$ cat config.mk
export PLATFORM = sky130hd
export DESIGN_NAME = npc_ras_unit
export DESIGN_NICKNAME = d
export VERILOG_FILES = /design/src/rtl/npc_ras_unit.sv
export SDC_FILE = /design/constraint.sdc
export NUM_CORES = 1
export LEC_CHECK = 0
export ABC_AREA = 1
export CAP_MARGIN = 40
export CORE_ASPECT_RATIO = 0.9
export CORE_MARGIN = 2
export CORE_UTILIZATION = 35
export CTS_BUF_LIST = sky130_fd_sc_hd__clkbuf_8
export DETAILED_ROUTE_END_ITERATION = 16
export PLACE_DENSITY = 0.63
export SLEW_MARGIN = 15
export SYNTH_ARGS = -nofsm -noshare
export SYNTH_HDL_FRONTEND = slang
export SYNTH_SLANG_ARGS = --single-unit
$ cat constraint.sdc
create_clock -name clk -period 4.22 [get_ports clk]
set_input_delay 0.844 -clock clk [delete_from_list [all_inputs] [get_ports clk]]
set_output_delay 0.844 -clock clk [all_outputs]
set_load 0.01 [all_outputs]
$ cat src/rtl/npc_ras_unit.sv
// Next-PC stage with the PC register and a circular return-address stack.
// Produces the combinational next PC for all flow ops; the PC and RAS update on the clock.
module npc_ras_unit #(
  parameter int unsigned      WIDTH     = 32,
  parameter int unsigned      RAS_DEPTH = 8,
  parameter logic [WIDTH-1:0] RESET_PC  = WIDTH'(32'h0000_3000),
  parameter logic [WIDTH-1:0] TRAP_VEC  = WIDTH'(32'h0000_4180)
) (
  input  logic                         clk,
  input  logic                         rst,
  input  logic                         stall,
  input  logic [2:0]                   npc_op,
  input  logic [25:0]                  imm,
  input  logic [WIDTH-1:0]             pcjr,
  output logic [WIDTH-1:0]             pc,
  output logic [WIDTH-1:0]             npc,
  output logic [$clog2(RAS_DEPTH):0]   ras_count,
  output logic                         ras_underflow
);

  localparam int unsigned PW = $clog2(RAS_DEPTH);
  localparam int unsigned CW = PW + 1;

  typedef enum logic [2:0] {
    OP_PLUS4  = 3'd0,
    OP_BRANCH = 3'd1,
    OP_JUMP   = 3'd2,
    OP_JUMPR  = 3'd3,
    OP_CALL   = 3'd4,
    OP_RET    = 3'd5,
    OP_TRAP   = 3'd6,
    OP_RSVD   = 3'd7
  } op_e;

  op_e              op;
  logic [WIDTH-1:0] pc_q, pc_d;
  logic [PW-1:0]    tos_q, tos_d;
  logic [CW-1:0]    cnt_q, cnt_d;
  logic [WIDTH-1:0] ras_q [RAS_DEPTH];

  logic [WIDTH-1:0] pcplus4;
  logic [WIDTH-1:0] br_off;
  logic [WIDTH-1:0] jmp_tgt;
  logic [WIDTH-1:0] ras_top;
  logic             ras_empty;
  logic             ras_full;
  logic             push;
  logic             pop;

  assign op        = op_e'(npc_op);
  assign pcplus4   = pc_q + WIDTH'(4);
  assign br_off    = {{(WIDTH-18){imm[15]}}, imm[15:0], 2'b00};
  assign jmp_tgt   = {pcplus4[WIDTH-1:28], imm, 2'b00};
  // tos points at the next free slot, so the live top sits one below it
  assign ras_top   = ras_q[tos_q - PW'(1)];
  assign ras_empty = (cnt_q == '0);
  assign ras_full  = (cnt_q == CW'(RAS_DEPTH));

  always_comb begin
    npc = pcplus4;
    unique case (op)
      OP_BRANCH:        npc = pcplus4 + br_off;
      OP_JUMP, OP_CALL: npc = jmp_tgt;
      OP_JUMPR:         npc = pcjr;
      OP_RET:           npc = ras_empty ? pcjr : ras_top;
      OP_TRAP:          npc = TRAP_VEC;
      default:          npc = pcplus4;
    endcase
  end

  assign ras_underflow = (op == OP_RET) && ras_empty;
  assign push          = !stall && (op == OP_CALL);
  assign pop           = !stall && (op == OP_RET) && !ras_empty;

  always_comb begin
    pc_d  = stall ? pc_q : npc;
    tos_d = tos_q;
    cnt_d = cnt_q;
    if (push) begin
      tos_d = tos_q + PW'(1);
      // a push into a full stack silently overwrites the oldest entry
      cnt_d = ras_full ? cnt_q : cnt_q + CW'(1);
    end else if (pop) begin
      tos_d = tos_q - PW'(1);
      cnt_d = cnt_q - CW'(1);
    end
  end

  always_ff @(posedge clk or negedge rst) begin
    if (!rst) begin
      pc_q  <= RESET_PC;
      tos_q <= '0;
      cnt_q <= '0;
    end else begin
      pc_q  <= pc_d;
      tos_q <= tos_d;
      cnt_q <= cnt_d;
    end
  end

  // Entries are don't-care after reset, so the storage carries no reset.
  always_ff @(posedge clk) begin
    if (push) ras_q[tos_q] <= pcplus4;
  end

  assign pc        = pc_q;
  assign ras_count = cnt_q;

endmodule

# After elaboration in Yosys (flattened, before gate mapping)
# Memory sizes are Yosys's and may differ from the RTL's.
# Cells that the tools add are included.
# classes
add_sub_neg	6
n_eq_ne	8
n_mux	9
reduce_logical	10
# op_table
cell	n
32-bit case mux with 5 select lines	1
32-bit by 3-bit adder with 32-bit output (second input constant)	1
32-bit adder	1
32-bit two-way mux	1
4-bit two-way mux	3
3-bit == test (second input constant)	3
3-bit by 2-bit == test with 1-bit output (second input constant)	2
3-bit two-way mux	2
4-bit by 1-bit adder with 4-bit output (second input constant)	1
4-bit == test (second input constant)	1
1-bit logical AND	4
4-bit logical NOT	1
4-bit by 1-bit subtractor with 4-bit output (second input constant)	1
3-bit by 1-bit adder with 3-bit output (second input constant)	1
3-bit by 1-bit == test with 1-bit output (second input constant)	1
3-bit by 1-bit subtractor with 3-bit output (second input constant)	1
1-bit logical NOT	2
1-bit two-way mux	2
2-bit inequality test (second input constant)	1
2-bit AND reduction	1
2-bit nonzero test	1
2-bit OR reduction	1
# word_totals
regBits	39
ram_bits	256
elab_cells	37
mem_count	1
# mem_list
memory	depth	width	rd	rd_clocked_by_memory_dff	wr	line_no	rtl
ras_q	8	32	1	0	1	39	logic [WIDTH-1:0] ras_q [RAS_DEPTH];

# Depth between registers and ports, before layout
# depth
ltp_word	5
mapped_depth	23

# Worst setup path after synthesis
# Ideal clock, no wire load.
# synth_timing
path_type	register to output
startpoint	register pc_q[2] (netlist: pc[2])
endpoint	output npc[29]
arrival_time_ns	2.773
setup_slack_ns	0.603
path_stages_with_launch	19
cell_sequence	dfrtp_1 > ha_1 > nand3_2 > nor2_2 > nand4_1 > nor2_1 > nand2_1 > xor2_1 > ha_1 > nand2_1 > nand2_1 > o21bai_1 > inv_1 > nand2_1 > a21oi_1 > nand2_1 > nand2_1 > nand3_1 > nand3_1
# synth_via
elab_chain_cells	3
# synth_rtl
element	line_no	rtl
start, declared	36	logic [WIDTH-1:0] pc_q, pc_d;
start signal, assigned	95	pc_q <= pc_d;
32-bit by 3-bit adder with 32-bit output	51	assign pcplus4 = pc_q + WIDTH'(4);
net pcplus4[20]	41	logic [WIDTH-1:0] pcplus4;
32-bit adder	62	OP_BRANCH: npc = pcplus4 + br_off;
32-bit case mux with 5 select lines	61	unique case (op)
end, declared	16	output logic [WIDTH-1:0] npc,
# The timed path passes the listed nets, and every way through them passes these cells.

# Worst setup path in the final report
# layout_timing
startpoint	register pc_q[2] (netlist: pc[2])
endpoint	output npc[31]
# The elaborated chain is that of the path after synthesis.

==> reports/metrics.csv <==
metric;value;unit
cp_max_fo;3;
root_buffer;clkbuf_8;
die_w;227;um
fin_cells;2732;
path_clk_slew;0.06;ns
synth_fp_nets;1823;
vias;14200;
die_y;205;um
ys_ff_latch;295;
synth-main-ff-cell;edfxtp_1;
firstDrtPassIters;7;
placed_cells;2594;
dp_slack;-0.268;ns
leakagePower;8.95;nW
core;44200;um2
synth_edf_count;256;
wl;53600;um
fin_total_pwr;0.0132;W
final_cell_mix;nand2_1 (330), edfxtp_1 (256), nor2_1 (240), buf_4 (240), o21ai_0 (130);
viasPerCell;5.19;
nNetsFinal;2208;
globalplace.congestion;1.01;
final_cell_area;22100;um2
cts_tree;built;
grt_pass1_wl;80900;um
use_met2;0.378;
synth_area;15700;um2
required;3.38;ns
layout_setup_ws;-0.198;ns
syn_avg_cell_area;9.13;um2
status;complete, but fails checks;
period_share;1.05;
drive_gt1_frac;0.308;
multi_input_area;7720;um2
tightest_slew;0.644;ns
start_util;0.354;
clk_path_buf_depth;3;
htree_levels;2;
grt_pass1_vias;14000;
final_common_cell;nand2_1;
ios;133;
io_buffers;132;
layout.area.seq;8670;um2
clkLatencyLatePin;0.60;ns
rr_endpoint;pc[25];
antenna_found_initial;1;
grt_use_met1;0.305;
area_delta_synth_final;41.2;%
num_rows;73;
cts_hold_buf;0;
grt_use_met3;0.0327;
worstReg2RegStart;pc[2];
fmax;226;MHz
r2r_setup_slack;0.99;ns
syn_inst;1715;
diodes;0;
route.detailed.drc;0;
critPathLaunchType;flip-flop;
cts_sinks;295;
maxCapViolCount;0;
relSlewSlack;0.570;
skew;0.0351;ns
cts_buffers;46;
fin_hold_ws;0.125;ns
grt_max_degree;132;
ys_types;53;
detail-route-antenna-nets;0;
ys_seq_area_frac;0.554;
crit_path_end_kind;output pin;
rsz0062_at_grt;yes;
avgRoutedWirePerCell;19.6;um
violations;negative setup slack;
hold_viol;0;
reg2regPathDepth;22;
grt-ovfl-total;0;
track_usage;0.230;
power.density;598;nW/um2
arrival;3.57;ns
worstSetupPathType;flip-flop to output pin;
vdd_drop_max;0.374;mV
maxSlewViolCount;0;
synthArstFlopShare;0.132;
holdCritPathClass;primary input to asynchronous set/reset pin;
hpwl;36200;um
yosys_warnings;0;
period_needed;4.42;ns
place_area;19300;um2
die-area;46400;um2
n_fill_cell;4056;
setup_viol;20;
first_iter_violations;1378;
top_usage_layer;met2;
worst max-delay path, cell delays in order (launching register included):
cell and delay, ns:
dfrtp_1 0.42, ha_4 0.17, nand3_4 0.09, nor3_4 0.16
nand2_2 0.10, nor3_2 0.19, buf_4 0.17, or2_4 0.11
and2_4 0.17, ha_4 0.22, buf_6 0.13, a21oi_4 0.15
and2_4 0.17, nand2_4 0.05, nand2_2 0.05, nand2_2 0.05
a21oi_2 0.10, nand2_1 0.06, nand3_1 0.08, nand3_2 0.14
buf_6 0.17
timing repair:
action / CTS / global route
pin swaps: 73 / 74
buffers inserted: 43 / 14
gates cloned: 1 / 1
gates resized for setup: 323 / 131
setup endpoints to repair: 30 / 29
hold endpoints to repair: 0 / 0
power breakdown:
part	internal [W]	switching, W	total [W]
clock network	0.00108	0.00113	0.00221
logic	0.00302	0.00426	0.00728
registers	0.00357	0.000161	0.00373
final cells by class:
cell class,count,share of cell area
multi-input cells,1226,0.349
flip-flops and latches,295,0.392
well taps,600,0.0340
repair buffers,407,0.166
inverters,124,0.0218
clock inverters,34,0.00770
clock buffers,46,0.0286
cell families after synthesis:
group / after synthesis / synth area share
AO/OA/AOI/OAI: 319 / 0.118
buffers and inverters: 194 / 0.0516
adder cells (fa/ha/maj): 44 / 0.0361
XOR/XNOR: 28 / 0.0171
AND/OR/NAND/NOR: 834 / 0.223
flip-flops: 295 / 0.554
multiplexers: 1 / 0.000719
layer usage:
| layer | wire length, um | share of wire |
|---|---|---|
| met1 | 22200 | 0.41 |
| met2 | 25100 | 0.47 |
| met3 | 3910 | 0.073 |
| met4 | 2370 | 0.044 |
| met5 | 0 | 0 |
metrics by stage:
step	utilization	setup TNS, ns
3_3_place_gp	0.435	-4.10
3_5_place_dp	0.436	-4.23
2_1_floorplan	-	0
6_report	0.500	-1.95
4_1_cts	0.485	-1.64
5_1_grt	0.500	-5.41
how the worst max path moves through the flow:
| stage | slack, ns | endpoint | cells after the start | startpoint |
|---|---|---|---|---|
| 2_1_floorplan | 0.60 | npc[29] | 18 | pc[2] |
| 3_5_place_dp | -0.27 | npc[30] | 19 | pc[13] |
| 6_report | -0.20 | npc[31] | 20 | pc[2] |
| 5_1_grt | -0.36 | npc[28] | 20 | pc[13] |
| 4_1_cts | -0.20 | npc[16] | 20 | pc[3] |
| 3_3_place_gp | -0.30 | npc[30] | 19 | pc[13] |
flip-flops by register name (all words and copies together), names as in the netlist:
| register | flops |
|---|---|
| ras_count | 4 |
| ras_q | 256 |
| pc | 32 |
| tos_q | 3 |
cells in the mapped netlist, types with 3 or more instances:
library cell | count | area (um2)
a21o_1 | 4 | 30.0
a21oi_1 | 56 | 280
a221oi_1 | 3 | 26.3
a31oi_1 | 4 | 25.0
and2_1 | 10 | 62.6
and3_1 | 4 | 25.0
buf_1 | 4 | 15.0
buf_2 | 25 | 125
buf_4 | 11 | 82.6
clkbuf_1 | 29 | 109
dfrtp_1 | 37 | 926
edfxtp_1 | 256 | 7690
ha_1 | 42 | 526
inv_1 | 113 | 424
inv_2 | 10 | 37.5
nand2_1 | 397 | 1490
nand2_2 | 4 | 25.0
nand3_1 | 90 | 450
nand3_2 | 3 | 30.0
nand3b_1 | 3 | 22.5
nand4_1 | 12 | 75.1
nor2_1 | 275 | 1030
nor2_2 | 3 | 18.8
nor2_4 | 4 | 45.0
nor3_1 | 11 | 55.1
o211ai_1 | 55 | 413
o21ai_0 | 138 | 691
o21ai_1 | 23 | 115
o21bai_1 | 6 | 45.0
o221ai_1 | 7 | 61.3
o22ai_1 | 16 | 100
or2_2 | 10 | 62.6
xnor2_1 | 3 | 26.3
xor2_1 | 22 | 193
Note: power is estimated with default switching activity, not from simulation.
